File: src/rtl/spi_master_arbiter.sv
// Round-robin arbiter sharing one SPI master among NREQ requesters.
// Handles the send/busy handshake with a send timeout and returns the received word to the winner.
module spi_master_arbiter #(
  parameter int NREQ    = 3,
  parameter int BITS    = 20,
  parameter int SSW     = 3,
  parameter int TIMEOUT = 64
) (
  input  logic                 i_clk,
  input  logic                 i_rst,
  input  logic [NREQ-1:0]      i_req,
  input  logic [NREQ*SSW-1:0]  i_req_ss,
  input  logic [NREQ*BITS-1:0] i_req_data,
  output logic [NREQ-1:0]      o_ack,
  output logic [NREQ-1:0]      o_done,
  output logic [NREQ-1:0]      o_err,
  output logic [BITS-1:0]      o_rdata,
  output logic [2:0]           o_grant_id,
  output logic                 o_active,
  output logic                 o_m_send,
  output logic [SSW-1:0]       o_m_slave_select,
  output logic [BITS-1:0]      o_m_data,
  input  logic [BITS-1:0]      i_m_data,
  input  logic                 i_m_busy
);

  localparam int CW = $clog2(TIMEOUT);

  localparam logic [1:0] S_IDLE = 2'd0;
  localparam logic [1:0] S_SEND = 2'd1;
  localparam logic [1:0] S_WAIT = 2'd2;
  localparam logic [1:0] S_DONE = 2'd3;

  logic [1:0]      state;
  logic [2:0]      ptr;
  logic [CW-1:0]   cnt;
  logic [NREQ-1:0] gnt_oh;

  logic            found;
  logic [2:0]      win;
  logic [NREQ-1:0] win_oh;
  logic [SSW-1:0]  win_ss;
  logic [BITS-1:0] win_data;
  logic [3:0]      idx;

  // Scan ptr, ptr+1, ... with wrap; first requester found wins.
  always_comb begin
    found    = 1'b0;
    win      = '0;
    win_oh   = '0;
    win_ss   = '0;
    win_data = '0;
    idx      = '0;
    for (int i = 0; i < NREQ; i++) begin
      idx = {1'b0, ptr} + 4'(i);
      if (idx >= 4'(NREQ)) idx = idx - 4'(NREQ);
      for (int j = 0; j < NREQ; j++) begin
        if (!found && i_req[j] && idx == 4'(j)) begin
          found     = 1'b1;
          win       = 3'(j);
          win_oh[j] = 1'b1;
          win_ss    = i_req_ss[j*SSW +: SSW];
          win_data  = i_req_data[j*BITS +: BITS];
        end
      end
    end
  end

  always_ff @(posedge i_clk or negedge i_rst) begin
    if (!i_rst) begin
      state            <= S_IDLE;
      ptr              <= '0;
      cnt              <= '0;
      gnt_oh           <= '0;
      o_ack            <= '0;
      o_done           <= '0;
      o_err            <= '0;
      o_rdata          <= '0;
      o_grant_id       <= '0;
      o_active         <= 1'b0;
      o_m_send         <= 1'b0;
      o_m_slave_select <= '0;
      o_m_data         <= '0;
    end else begin
      o_ack  <= '0;
      o_done <= '0;
      o_err  <= '0;
      case (state)
        S_IDLE: begin
          if (!i_m_busy && found) begin
            o_ack      <= win_oh;
            o_grant_id <= win;
            gnt_oh     <= win_oh;
            ptr        <= (win == 3'(NREQ-1)) ? 3'd0 : win + 3'd1;
            // Slave 0 means "no slave": reject without touching the master.
            if (win_ss == '0) begin
              o_err <= win_oh;
            end else begin
              o_m_slave_select <= win_ss;
              o_m_data         <= win_data;
              o_m_send         <= 1'b1;
              o_active         <= 1'b1;
              cnt              <= '0;
              state            <= S_SEND;
            end
          end
        end
        S_SEND: begin
          if (i_m_busy) begin
            o_m_send <= 1'b0;
            cnt      <= '0;
            state    <= S_WAIT;
          end else if (cnt == CW'(TIMEOUT-1)) begin
            o_m_send <= 1'b0;
            o_err    <= gnt_oh;
            o_active <= 1'b0;
            state    <= S_IDLE;
          end else begin
            cnt <= cnt + 1'b1;
          end
        end
        S_WAIT: begin
          if (!i_m_busy) begin
            o_rdata  <= i_m_data;
            o_done   <= gnt_oh;
            o_active <= 1'b0;
            state    <= S_DONE;
          end
        end
        S_DONE:  state <= S_IDLE;
        default: state <= S_IDLE;
      endcase
    end
  end

endmodule

File: config.mk
export PLATFORM = sky130hd
export DESIGN_NAME = spi_master_arbiter
export DESIGN_NICKNAME = d
export VERILOG_FILES = /design/src/rtl/spi_master_arbiter.sv
export SDC_FILE = /design/constraint.sdc
export NUM_CORES = 1
export LEC_CHECK = 0
export CORE_ASPECT_RATIO = 0.6
export CORE_MARGIN = 4
export CORE_UTILIZATION = 48
export DETAILED_ROUTE_END_ITERATION = 10
export PLACE_DENSITY = 0.95
export SLEW_MARGIN = 20
export SYNTH_ARGS = -nofsm -noshare
export SYNTH_HDL_FRONTEND = slang
export SYNTH_SLANG_ARGS = --single-unit
File: constraint.sdc
create_clock -name i_clk -period 6.2 [get_ports i_clk]
set_clock_uncertainty 0.05 [all_clocks]
set_input_delay 0.62 -clock i_clk [delete_from_list [all_inputs] [get_ports i_clk]]
set_output_delay 0.62 -clock i_clk [all_outputs]
set_load 0.01 [all_outputs]
==> flow_metrics.py, run 1 <==
metrics = {
    "outcome": {
        "status": "finished clean",
    },
    "critical_path": {
        "worstSetupEndpointType": "register",
        "cp_data_required_time_ns": 6.38,
        "cp_slowest_cell": "a211oi_1",
        "slowest_delay_ns": 0.79,
        "critPathKind": "reg -> reg",
        "cp_max_fo": 23,
        "crit_arrival_ns": 5.15,
        "path_cells": "inv_1 > ha_1 > or2_1 > a21o_1 > a211oi_1 > nor3_1 > a2111oi_2 > o22ai_2 > o31ai_4 > buf_4 > a21oi_2 > a32o_1",
        "critPathLaunchType": "register",
    },
    "power": {
        "p_sw_share_pct": 28.77,
        "p_clk_share_pct": 30.3,
        "seqPwrFrac_pct": 38.7,
        "pwr-share-comb_pct": 31.0,
        "powerDensity_nw_per_um2": 256.0,
        "ir_drop_mv": 0.2638,
        "p_leak_nw": 2.414,
        "p_int_mw": 1.076,
        "switchingPower_uw": 434.7,
    },
    "logic_synthesis": {
        "synth-seq-area-share_pct": 43.14,
        "synth_edf_count": 0,
        "syn_nets": 510,
        "netlist-cell-type-count": 71,
        "synthArstFlopShare_pct": 100.0,
        "ys_seq_elements": 70,
        "synthCells": 401,
        "avgSynthCellArea_um2": 10.13,
        "syn_area_um2": 4060,
        "yosys_warnings": 0,
        "ys.flop_type": "dfrtp_1",
    },
    "finish": {
        "nets": 655,
        "drive_gt1_share_pct": 10.71,
        "final_cell_mix": "149 x clkdlybuf4s50_1, 70 x dfrtp_1, 36 x nand2_1, 30 x nor2_1, 25 x o21ai_0",
        "finalInstanceArea_um2": 5902,
        "syn_to_final_growth_pct": 45.36,
        "final_common_cell": "clkdlybuf4s50_1",
        "antenna_cells": 0,
    },
    "clocking": {
        "clk_path_buf_depth": 2,
        "holdBufCountCts": 0,
        "cts_tree": "built",
        "path_clk_slew_ns": 0.06,
        "numCtsBuffers": 9,
        "clock_latency_ns": 0.34,
        "postCtsSetupRepairBufs": 0,
        "htree_levels": 3,
        "cts-root-buf": "clkbuf_16",
        "ctsResizeCount": 0,
        "clkSinkCount": 70,
    },
    "sta": {
        "post-route-min-period_ns": 4.970,
        "relSlewSlack_pct": 38.28,
        "worst_pin_slew_ns": 0.9202,
        "slew_violations": 0,
        "rsz0062_at_grt": "false",
        "fin_tns_setup_ns": 0,
        "fmax_mhz": 201.2,
        "hold_viol": 0,
        "setup_viol": 0,
        "fin_crit_sh_pct": 80.16,
    },
    "placement": {
        "port-buffer-count": 150,
        "dpl.hpwl_mm": 10.20,
        "dpl_cell_area_um2": 5630,
        "gp_congestion": 1.027,
    },
    "drt": {
        "drt_pass1_iterations": 6,
        "drtIter0Drc": 362,
        "drcViolationCount": 0,
        "routed_wl_mm": 13.72,
        "vias": 4049,
        "postRouteAntennaNets": 0,
        "vias_per_cell": 6.144,
        "wl_per_cell_um": 20.83,
    },
    "global_route": {
        "grt_max_degree": 71,
        "grt_pass1_vias": 4047,
        "overflow": 0,
        "grt_pass1_wl_mm": 21.47,
        "grtUsageTotal_pct": 27.30,
        "grt_antenna_before_repair": 0,
    },
    "worst_hold_path": {
        "hp-class": "reg -> reg",
    },
    "floorplanning": {
        "core_um2": 8039,
        "die_x_um": 126.7,
        "io_pins": 152,
        "fp-row-count": 25,
        "fp.dieH_um": 79.24,
        "die_area_um2": 10040,
        "initial_core_util_pct": 50.51,
    },
    "job": {
        "maxCapViolations": 0,
    },
}
[power groups by stage]
stage | Clock (mW) | Sequential [mW] | Combinational [mW]
2_1_floorplan | 0 | 0.617 | 0.174
4_1_cts | 0.465 | 0.584 | 0.470
6_report | 0.458 | 0.585 | 0.468
3_3_place_gp | 0 | 0.583 | 0.446
3_5_place_dp | 0 | 0.589 | 0.461
5_1_grt | 0.488 | 0.595 | 0.504
[layout make-up]
| cell class | count | area [µm²] |
|---|---|---|
| Fill cell | 526 | 2137 |
| Timing Repair Buffer | 152 | 1511 |
| Sequential cell | 70 | 1752 |
| Inverter | 22 | 82.58 |
| Clock inverter | 7 | 41.29 |
| Clock buffer | 9 | 225.2 |
| Tap cell | 108 | 135.1 |
| Multi-Input combinational cell | 291 | 2155 |
[sequential cells by signal, indices dropped and copies added, names as in the netlist, named ones only]
register          cells
state                 1
o_m_slave_select      3
o_rdata              20
o_m_data             20
o_ack                 3
o_done                3
o_grant_id            2
o_m_send              1
ptr                   3
o_active              1
cnt                   6
o_err                 3
gnt_oh                3
[cells in the mapped netlist (10+ instances only)]
cell type	n	area, µm²
a21oi_1	10	50.05
a222oi_1	18	180.2
clkbuf_1	10	37.54
dfrtp_1	70	1752
ha_1	14	175.2
inv_1	22	82.58
mux2_2	21	236.5
nand2_1	36	135.1
nor2_1	30	112.6
o21ai_0	25	125.1
[logic make-up after synthesis]
family	count (synthesis)	share of synthesized area (%)
AO/OA/AOI/OAI	134	26.87
XOR/XNOR	1	0.2158
adder cells (fa/ha/maj)	14	4.314
buffers and inverters	40	3.975
flip-flops	70	43.14
multiplexers	26	7.057
other	1	0.09236
AND/OR/NAND/NOR	115	14.33
[stage by stage]
stage               total power, mW  instances  hold WS, ns  setup WS [ns]  utilization (%)
floorplan                    0.7905        401       0.2744          2.651                -
global placement              1.030        643       0.4135          1.548            70.04
detailed placement            1.050        643       0.4284          1.324            70.04
CTS                           1.518        659       0.4404          1.305            73.35
global route                  1.588        659       0.4749         0.7732            73.42
finish                        1.511        659       0.4341          1.230            73.42
[final timing paths]
| path | start | end | slack, ns | depth (start not counted) |
|---|---|---|---|---|
| worst max-delay path | ptr[0] | cnt[1] | 1.23 | 12 |
| worst min-delay path | o_m_data[0] | o_m_data[0] | 0.43 | 2 |
| worst max register to register | ptr[0] | cnt[1] | 1.23 | 12 |
| worst min register to register | o_m_data[0] | o_m_data[0] | 0.43 | 2 |
| max in group asynchronous | i_rst | o_rdata[10] | 5.06 | 2 |
| min in group asynchronous | i_rst | o_m_data[14] | 0.45 | 2 |
[metal layers]
metal  global-route usage [%]  up-vias  wire, µm
met4                    6.959        0       226
met1                    34.71     1944      5553
met5                        0        -         0
met3                    10.42       29      1705
li1                         -     1824         -
met2                    44.15      252      6239
[critical path, delay by kind of cell, from the launching register on]
| kind | cells | cell delay [ns] |
|---|---|---|
| buf+inv | 2 | 0.54 |
| compound gates | 7 | 2.69 |
| simple gates | 2 | 0.47 |
| flops | 1 | 0.66 |
| fa+ha+maj | 1 | 0.43 |
Note: power is estimated with default switching activity, not from simulation.
==> inputs of run 2 (changes only) <==
- CORE_UTILIZATION: 48 -> 45
- PLACE_DENSITY: 0.95 -> 0.91
- clock period: 6.2 -> 5.1 ns (I/O delays scaled with it)
==> flow_metrics.py, run 2 (same netlist as run 1, synthesis figures left out) <==
metrics = {
    "critical_path": {
        "cp_max_fo": 23,
        "critPathKind": "reg -> reg",
        "cp_data_required_time_ns": 5.28,
        "slowest_delay_ns": 0.64,
        "cp_slowest_cell": "dfrtp_1",
        "r2r_start": "ptr[0]",
        "startpoint": "ptr[0]",
        "critPathBufInv": 2,
        "cpLargestDelayFamily": "compound AO/OA/AOI/OAI gates",
        "crit_arrival_ns": 4.56,
        "critPathLaunchType": "register",
        "path_cells": "inv_1 > ha_1 > or3b_1 > a2111oi_4 > nand2b_1 > o21bai_1 > a2111oi_2 > o22ai_2 > o31ai_4 > buf_4 > a21oi_2 > a32o_1",
        "worstSetupEndpointType": "register",
    },
    "outcome": {
        "status": "finished clean",
    },
    "clocking": {
        "postCtsSetupRepairBufs": 0,
        "clock_latency_ns": 0.34,
        "ctsResizeCount": 0,
        "numCtsBuffers": 9,
        "htree_levels": 3,
        "cts-root-buf": "clkbuf_16",
        "path_clk_slew_ns": 0.06,
        "clkSinkCount": 70,
        "clk_path_buf_depth": 2,
        "cts_tree": "built",
        "holdBufCountCts": 0,
    },
    "floorplanning": {
        "fp.dieH_um": 81.58,
        "fp-row-count": 26,
        "die_area_um2": 10660,
        "io_pins": 152,
        "core_um2": 8653,
        "die_x_um": 130.6,
        "initial_core_util_pct": 46.92,
    },
    "sta": {
        "post-route-min-period_ns": 4.385,
        "hold_viol": 0,
        "fin_tns_setup_ns": 0,
        "fin_crit_sh_pct": 85.98,
        "rsz0062_at_grt": "false",
        "relSlewSlack_pct": 40.94,
        "setup_viol": 0,
        "slew_violations": 0,
        "finalWorstSetupSlack_ns": 0.7149,
        "fmax_mhz": 228.0,
        "worst_pin_slew_ns": 0.8860,
    },
    "job": {
        "maxCapViolations": 0,
    },
    "drt": {
        "wl_per_cell_um": 20.00,
        "vias": 3986,
        "postRouteAntennaNets": 0,
        "drcViolationCount": 0,
        "drtIter0Drc": 371,
        "vias_per_cell": 6.003,
        "routed_wl_mm": 13.28,
        "drt_pass1_iterations": 6,
    },
    "finish": {
        "drive_gt1_share_pct": 10.87,
        "final_cell_mix": "149 x clkdlybuf4s50_1, 70 x dfrtp_1, 36 x nand2_1, 30 x nor2_1, 25 x o21ai_0",
        "nets": 659,
        "largestRegisters": "o_m_data (20), o_rdata (20), cnt (6)",
        "final_common_cell": "clkdlybuf4s50_1",
        "antenna_cells": 0,
        "syn_to_final_growth_pct": 46.13,
        "nFillCells": 650,
    },
    "power": {
        "p_sw_share_pct": 27.98,
        "p_clk_share_pct": 31.1,
        "seqPwrFrac_pct": 38.5,
        "pwr-share-comb_pct": 30.5,
        "p_leak_nw": 2.432,
        "p_int_mw": 1.329,
        "switchingPower_uw": 516.4,
        "ir_drop_mv": 0.2422,
        "powerDensity_nw_per_um2": 311.1,
    },
    "global_route": {
        "overflow": 0,
        "grt_pass1_vias": 3782,
        "grt_antenna_before_repair": 0,
        "grt_max_degree": 71,
        "grt_pass1_wl_mm": 19.92,
        "grtUsageTotal_pct": 24.33,
    },
    "placement": {
        "dp_slack_ns": 0.8093,
        "port-buffer-count": 150,
        "dpl.hpwl_mm": 9.977,
        "gp_congestion": 1.033,
    },
    "worst_hold_path": {
        "hp-class": "in -> async",
    },
}
[run 2: path summary, 6_finish.rpt]
path,endpoint,slack (ns),cells past startpoint
max,cnt[1],0.71,12
min reg2reg,o_m_slave_select[0],0.43,2
min in group i_clk,o_m_slave_select[0],0.43,2
max in group asynchronous,o_grant_id[1],4.09,2
min,o_m_data[18],0.32,2
max reg2reg,cnt[1],0.71,12
[run 2: routing by layer]
layer	part of all wire [%]	vias up	routed length (µm)	GRT usage, %
met1	43	1922	5771	33.09
li1	-	1822	-	-
met5	0	-	0	0
met2	44	228	5846	37.23
met4	0.82	0	109	5.647
met3	12	14	1552	9.032
[run 2: metrics by stage]
stage / cells / total power, mW / hold WS, ns / utilization (%) / instance area (µm²)
after detailed placement: 651 / 1.275 / 0.4226 / 65.47 / 5665
after global placement: 651 / 1.251 / 0.4151 / 65.47 / 5665
final: 664 / 1.846 / 0.3161 / 68.57 / 5933
after global routing: 664 / 1.929 / 0.4058 / 68.57 / 5933
after CTS: 664 / 1.854 / 0.3578 / 68.51 / 5928
after floorplan: 401 / 0.9610 / 0.1644 / - / 4060
[run 2: power groups by stage]
| stage | Clock [mW] | Combinational, mW | Sequential (mW) |
|---|---|---|---|
| finish | 0.574 | 0.562 | 0.710 |
| global placement | 0 | 0.541 | 0.711 |
| CTS | 0.581 | 0.564 | 0.710 |
| floorplan | 0 | 0.211 | 0.750 |
| detailed placement | 0 | 0.558 | 0.717 |
| global route | 0.604 | 0.604 | 0.720 |
[run 2: layout make-up]
cell class	count	area, µm²	share of cell area, %
repair buffers	156	1541	25.98
flip-flops and latches	70	1752	29.52
multi-input cells	291	2155	36.31
inverters	22	82.58	1.392
clock inverters	2	10.01	0.1687
clock buffers	11	252.7	4.260
well taps	112	140.1	2.362
==> inputs of run 3 (changes only) <==
- CORE_ASPECT_RATIO: 0.6 -> 1.1
- CORE_MARGIN: 4 -> 2
==> flow_metrics.py, run 3 (same netlist as run 1, synthesis figures left out) <==
metrics = {
    "outcome": {
        "status": "finished clean",
    },
    "floorplanning": {
        "fp-row-count": 36,
        "initial_core_util_pct": 45.99,
        "core_um2": 8828,
        "die_area_um2": 9799,
        "die_x_um": 94.57,
        "io_pins": 152,
        "fp.dieH_um": 103.6,
    },
    "job": {
        "maxCapViolations": 0,
    },
    "critical_path": {
        "r2r_slack_ns": 0.50,
        "worstSetupEndpointType": "register",
        "rr_worst_depth": 10,
        "critPathKind": "reg -> reg",
        "timing.rr.end": "o_m_data[8]",
        "r2r_start": "ptr[0]",
        "cp_data_required_time_ns": 5.25,
        "crit_arrival_ns": 4.74,
        "cp_max_fo": 19,
        "critPathLaunchType": "register",
    },
    "finish": {
        "regArea_um2": 1752,
        "nets": 655,
        "multi_input_area_um2": 2155,
        "final_cell_mix": "149 x clkdlybuf4s50_1, 70 x dfrtp_1, 36 x nand2_1, 30 x nor2_1, 25 x o21ai_0",
        "final_common_cell": "clkdlybuf4s50_1",
        "final_util_pct": 65.67,
        "antenna_cells": 0,
        "syn_to_final_growth_pct": 42.80,
        "drive_gt1_share_pct": 10.02,
        "nFillCells": 648,
        "largestRegisters": "o_m_data (20), o_rdata (20), cnt (6)",
    },
    "drt": {
        "wl_per_cell_um": 20.55,
        "drt_pass1_iterations": 7,
        "drtIter0Drc": 347,
        "routed_wl_mm": 13.63,
        "vias": 4035,
        "postRouteAntennaNets": 0,
        "vias_per_cell": 6.086,
        "drcViolationCount": 0,
    },
    "clocking": {
        "numCtsBuffers": 9,
        "cts_tree": "built",
        "postCtsSetupRepairBufs": 0,
        "holdBufCountCts": 0,
        "clock_latency_ns": 0.35,
        "ctsResizeCount": 0,
        "cts-root-buf": "clkbuf_8",
        "htree_levels": 3,
        "clk_path_buf_depth": 2,
        "path_clk_slew_ns": 0.07,
        "clkSinkCount": 70,
    },
    "power": {
        "p_clk_share_pct": 22.7,
        "switchingPower_uw": 486.4,
        "powerDensity_nw_per_um2": 285.1,
        "pwr-share-comb_pct": 34.2,
        "p_sw_share_pct": 29.43,
        "p_int_mw": 1.167,
        "seqPwrFrac_pct": 43.0,
        "ir_drop_mv": 0.1216,
        "p_leak_nw": 2.362,
        "total_power_mw": 1.653,
    },
    "global_route": {
        "grt_pass1_vias": 4009,
        "grt_max_degree": 71,
        "overflow": 0,
        "grt_antenna_before_repair": 0,
        "grtUsageTotal_pct": 27.70,
        "grt_pass1_wl_mm": 20.73,
    },
    "placement": {
        "dpl.hpwl_mm": 10.12,
        "gp_congestion": 0.9993,
        "port-buffer-count": 150,
    },
    "sta": {
        "worst_pin_slew_ns": 0.8724,
        "hold_viol": 0,
        "post-route-min-period_ns": 4.599,
        "setup_viol": 0,
        "fmax_mhz": 217.4,
        "slew_violations": 0,
        "rsz0062_at_grt": "false",
        "fin_crit_sh_pct": 90.17,
        "fin_tns_setup_ns": 0,
        "relSlewSlack_pct": 41.49,
    },
    "worst_hold_path": {
        "hp-class": "in -> async",
    },
}
run 3: worst max-delay path, cell delays in order (launching register included):
cell	delay (ns)
dfrtp_1	0.65
inv_1	0.17
ha_1	0.42
or2_1	0.27
a21o_1	0.21
a211oi_1	0.76
nor3_2	0.25
nand2_1	0.30
nand2b_1	0.52
a222oi_1	0.65
o21ai_0	0.19
run 3: cell type report:
| class | instances | share of cell area [%] |
|---|---|---|
| Multi-Input combinational cell | 291 | 37.16 |
| Sequential cell | 70 | 30.21 |
| Timing Repair Buffer | 152 | 26.07 |
| Clock buffer | 12 | 2.503 |
| Tap cell | 114 | 2.460 |
| Inverter | 22 | 1.424 |
| Clock inverter | 2 | 0.1726 |
run 3: worst max path at each step:
| stage | slack (ns) | cells after the start | startpoint | to |
|---|---|---|---|---|
| finish | 0.50 | 10 | ptr[0] | o_m_data[8] |
| global route | 0.15 | 12 | ptr[0] | o_m_data[8] |
| CTS | 0.62 | 10 | ptr[0] | o_m_data[8] |
| detailed placement | 0.73 | 12 | ptr[0] | o_m_data[8] |
| global placement | 0.90 | 13 | ptr[0] | cnt[4] |
| floorplan | 1.55 | 11 | ptr[0] | cnt[1] |
run 3: metrics by stage:
| stage | setup WS, ns | hold slack [ns] | std cells | cell area [µm²] |
|---|---|---|---|---|
| floorplan | 1.551 | 0.1644 | 401 | 4060 |
| global placement | 0.9031 | 0.4120 | 649 | 5638 |
| detailed placement | 0.7329 | 0.4240 | 649 | 5638 |
| CTS | 0.6208 | 0.3440 | 663 | 5793 |
| global route | 0.1478 | 0.4152 | 663 | 5798 |
| finish | 0.5011 | 0.3133 | 663 | 5798 |
run 3: per-layer routing:
layer / vias up / track usage (%) / routed length [µm]
met3: 44 / 8.655 / 1550
met2: 232 / 46.79 / 6657
met4: 0 / 14.18 / 544
li1: 1811 / - / -
met1: 1948 / 30.94 / 4875
met5: - / 0 / 0
run 3: power by group through the flow:
stage	Clock, mW	Sequential (mW)	Combinational (mW)
2_1_floorplan	0	0.750	0.211
6_report	0.376	0.712	0.566
3_3_place_gp	0	0.709	0.542
3_5_place_dp	0	0.720	0.559
4_1_cts	0.379	0.710	0.564
5_1_grt	0.398	0.722	0.597
